File: src/rtl/if_id_queue.sv
// IF/ID decoupling queue: a DEPTH-entry first-word-fall-through FIFO that
// carries PC, instruction and predictor metadata from fetch to decode.
// Flush discards every entry in one cycle. When the queue is empty the
// outputs present a NOP with valid low.
module if_id_queue #(
  parameter int XLEN   = 32,
  parameter int ILEN   = 32,
  parameter int META_W = 1,
  parameter int DEPTH  = 4,
  parameter logic [ILEN-1:0] NOP_INSN = ILEN'(32'h00000013)
) (
  input  logic                       i_clk,
  input  logic                       i_reset,
  input  logic                       i_flush,
  input  logic                       i_valid,
  output logic                       o_ready,
  input  logic [XLEN-1:0]            i_pc,
  input  logic [ILEN-1:0]            i_instr,
  input  logic [META_W-1:0]          i_meta,
  output logic                       o_insn_vld,
  input  logic                       i_ready,
  output logic [XLEN-1:0]            o_pc,
  output logic [ILEN-1:0]            o_instr,
  output logic [META_W-1:0]          o_meta,
  output logic [$clog2(DEPTH+1)-1:0] o_count,
  output logic                       o_full,
  output logic                       o_empty
);

  localparam int PTR_W = $clog2(DEPTH);
  localparam int CNT_W = $clog2(DEPTH+1);

  logic [XLEN-1:0]   pcMem_q    [DEPTH];
  logic [ILEN-1:0]   instrMem_q [DEPTH];
  logic [META_W-1:0] metaMem_q  [DEPTH];

  logic [PTR_W-1:0] wrPtr_q, wrPtr_d;
  logic [PTR_W-1:0] rdPtr_q, rdPtr_d;
  logic [CNT_W-1:0] count_q, count_d;

  logic full;
  logic empty;
  logic push;
  logic pop;

  // Status flags come from the registered count only, so ready/valid have no
  // combinational path from the handshake inputs.
  always_comb begin
    full  = (count_q == CNT_W'(DEPTH));
    empty = (count_q == '0);
    push  = i_valid & ~full & ~i_flush;
    pop   = ~empty & i_ready & ~i_flush;
  end

  // Next-state for pointers and occupancy; flush clears everything at once.
  always_comb begin
    wrPtr_d = wrPtr_q;
    rdPtr_d = rdPtr_q;
    count_d = count_q;
    if (i_flush) begin
      wrPtr_d = '0;
      rdPtr_d = '0;
      count_d = '0;
    end else begin
      if (push) begin
        wrPtr_d = wrPtr_q + PTR_W'(1);
      end
      if (pop) begin
        rdPtr_d = rdPtr_q + PTR_W'(1);
      end
      if (push && !pop) begin
        count_d = count_q + CNT_W'(1);
      end else if (pop && !push) begin
        count_d = count_q - CNT_W'(1);
      end
    end
  end

  // Pointer and count registers; reset outranks flush.
  always_ff @(posedge i_clk) begin
    if (i_reset) begin
      wrPtr_q <= '0;
      rdPtr_q <= '0;
      count_q <= '0;
    end else begin
      wrPtr_q <= wrPtr_d;
      rdPtr_q <= rdPtr_d;
      count_q <= count_d;
    end
  end

  // Entry storage is left unreset; the empty muxing keeps it from the outputs.
  always_ff @(posedge i_clk) begin
    if (push && !i_reset) begin
      pcMem_q[wrPtr_q]    <= i_pc;
      instrMem_q[wrPtr_q] <= i_instr;
      metaMem_q[wrPtr_q]  <= i_meta;
    end
  end

  // Head entry falls through to decode, or a NOP bubble when nothing is queued.
  always_comb begin
    o_ready    = ~full;
    o_insn_vld = ~empty;
    o_full     = full;
    o_empty    = empty;
    o_count    = count_q;
    o_pc       = '0;
    o_instr    = NOP_INSN;
    o_meta     = '0;
    if (!empty) begin
      o_pc    = pcMem_q[rdPtr_q];
      o_instr = instrMem_q[rdPtr_q];
      o_meta  = metaMem_q[rdPtr_q];
    end
  end

endmodule

File: config.mk
export PLATFORM = sky130hd
export DESIGN_NAME = if_id_queue
export DESIGN_NICKNAME = d
export VERILOG_FILES = /design/src/rtl/if_id_queue.sv
export SDC_FILE = /design/constraint.sdc
export NUM_CORES = 1
export LEC_CHECK = 0
export BUFFER_PORTS_ARGS = -buffer_cell sky130_fd_sc_hd__buf_2
export CORE_MARGIN = 2
export CORE_UTILIZATION = 47
export DETAILED_ROUTE_END_ITERATION = 6
export PLACE_DENSITY = 0.78
export SYNTH_ARGS = -nofsm -noshare
export SYNTH_HDL_FRONTEND = slang
export SYNTH_SLANG_ARGS = --single-unit
File: constraint.sdc
create_clock -name i_clk -period 7.5 [get_ports i_clk]
set_clock_uncertainty 0.2 [all_clocks]
set_input_delay 0.375 -clock i_clk [delete_from_list [all_inputs] [get_ports i_clk]]
set_output_delay 0.375 -clock i_clk [all_outputs]
set_load 0.02 [all_outputs]
==> out/results.ini <==
[grt]
antenna_found_initial=1
grt_max_degree=66
grt_overflow=0
grt_pass1_vias=5587
grt_usage_pct=16.43
grt_pass1_wl_um=30040

[finish]
final_common_cell=edfxtp_1
mostFrequentLayoutCells=260 x edfxtp_1, 141 x buf_2, 66 x dlygate4sd3_1
antennaDiodeCount=0
nFillCells=1565
instances_no_fill=985
syn2layout_area_growth_pct=24.18
drive_above_1_share_pct=36.60
finalNetCount=762
design_area_sq_um=12800

[timing]
clock.fmax_ghz=0.2801
tightest_slew_ns=0.9938
hold_viol=0
final-setup-viol-count=0
drv_slew=0
rsz0062_at_grt=false
post-route-period-util_pct=47.60
setup_slack_ns=3.930
finalSetupTns_ns=0
relSlewSlack_pct=33.74
min_period_ns=3.570

[critical_path]
crit_type=register to output port
r2r_slack_ns=4.96
r2r-start=o_count[0]
critPathSlowestCell=dfxtp_4
arrival_ns=3.00
worstPathBufferInverterCount=2
critPathMaxFanout=33
cp-endpoint=o_instr[0]
crit_path_max_incr_delay_ns=0.80
path_cells=buf_4 > mux4_2 > or2_1 > buf_2
crit_required_ns=6.92
critical-path-top-delay-family=buffers and inverters
r2r_cells=4
worstSetupEndpointType=output port
startpoint_type=register
cp.depth=4
rr_endpoint=pcMem_q[1][31]

[clock_network]
root_buffer=clkbuf_16
insertion_delay_ns=0.51
cts_tree=built
clock_sinks=269
clk_path_buf_depth=3
htreeDepth=1
clk_pin_slew_ns=0.06
cts-buffers-inserted=27
post_cts_buffers=0

[route]
top_layer_used=met5
via_per_inst=5.221
wl_per_cell_um=19.27
wl_met2_um=9950
vias=5143
drc=0
totalWireLength_um=18980
first_pass_iters=4
drtAntennaViolNets=0
wl_met1_um=7697
routed-wl-met3_um=1044
drtIter0Drc=247

[logic_synthesis]
syn-cell-area_sq_um=10310
synthArstFlopShare_pct=0
yosys-top-cells-area=edfxtp_1 76%, mux4_2 14%, and2_1 3.8%, dfxtp_1 1.7%, buf_6 0.66%
ys_seq_area_share_pct=77.49
yosys.area.top_type=edfxtp_1
yosys_warnings=0
ys_dominant_reg_cell=edfxtp_1
syn_area_per_cell_sq_um=22.07
yosysUniqueCellTypes=26
ys_seq_elements=269
synth-edff-count=260
synthCells=467
yosys.area.top_type_share_pct=75.74
synthesis.nets=543

[placement]
dp_cells=871
hpwl_um=10600
dpl-instance-area_sq_um=11290
io_buffer_count=141
preCtsSetupSlack_ns=4.339
place.gp.congestion=0.7103

[job]
maxCapViolations=0

[power_and_ir_drop]
p_sw_share_pct=20.27
seqPwrFrac_pct=52.9
p_int_mw=2.517
ir_worst_vdd_v=0.0001524
power_density_nw_per_um2=246.6
pwr-share-clk_pct=40.4
power_mw=3.156
leakage_nw=4.436
p_comb_share_pct=6.7
p_switching_uw=639.9

[floorplan]
rows=54
dieArea_sq_um=23130
die_y_um=152.1
start_util_pct=47.53
ios=142
die_w_um=152.1
coreArea_sq_um=21690

[hold_path]
hp-class=input port to register

[status]
status=finished clean

-- power groups by stage --
stage	sequential, mW	clock [mW]	combinational, mW
final	1.67	1.27	0.211
after global placement	1.70	0	0.180
after global routing	1.67	1.36	0.229
after detailed placement	1.70	0	0.187
after floorplan	1.70	0	0.110
after CTS	1.67	1.30	0.215
-- cells by family after synthesis --
kind of cell / count (synthesis) / synth area share (%)
xor gates and xnor gates: 3 / 0.2549
and+or+nand+nor: 86 / 5.061
AOI/OAI and AO/OA: 7 / 0.3884
muxes: 67 / 14.39
DFF: 269 / 77.49
adders and majority gates: 6 / 0.8011
buffers and inverters: 29 / 1.614
-- final cells by class --
| cell class | count | area, sq um | area share (%) |
|---|---|---|---|
| flip-flops and latches | 269 | 7995 | 62.46 |
| multi-input cells | 169 | 2176 | 17.00 |
| repair buffers | 213 | 1411 | 11.03 |
| clock buffers | 39 | 750.7 | 5.865 |
| well taps | 280 | 350.3 | 2.737 |
| clock inverters | 9 | 95.09 | 0.7428 |
| inverters | 6 | 22.52 | 0.1759 |
-- worst reg2reg max path, cell delays in order (launching register included) --
cell	delay, ns
dfxtp_1	0.45
or3b_1	0.23
nand2_1	0.21
nor3b_2	0.25
buf_4	0.78
-- Yosys cell counts, types with 4 or more instances --
cell        n
edfxtp_1  260
mux4_2     65
and2_1     62
clkbuf_1    9
dfxtp_1     9
buf_2       7
buf_6       6
inv_1       6
ha_1        5
nor2_1      5
nand2_1     4
nor3b_1     4
-- worst min-delay path by stage --
stage	start	to	slack [ns]	cells past startpoint
floorplan	rdPtr_q[1]	register	0.26	2
finish	i_ready	register	0.06	4
CTS	i_ready	register	0.04	4
global route	i_ready	register	0.07	4
detailed placement	rdPtr_q[1]	register	0.29	2
global placement	rdPtr_q[1]	register	0.26	2
-- stage by stage --
step	hold slack, ns	util (%)
floorplan	0.2591	-
global placement	0.2616	52.08
detailed placement	0.2905	52.08
CTS	0.03977	59.02
global route	0.06696	59.02
finish	0.05852	59.02
-- state kept, by name (all words and copies together) (netlist names), named ones only --
register    count
instrMem_q    128
pcMem_q       128
metaMem_q       4
o_count         3
rdPtr_q         2
wrPtr_q         2
-- layer usage --
metal / global-route usage (%) / up-vias
met3: 3.394 / 24
met1: 20.43 / 2648
met5: 0 / -
met2: 29.75 / 144
met4: 3.872 / 2
li1: - / 2325
-- repair_timing --
| action | in CTS | in global routing |
|---|---|---|
| hold buffers | 66 | 0 |
| endpoints found under the hold margin | 261 | 0 |
| resized for setup | 0 | 0 |
(Power assumes the default switching activity.)
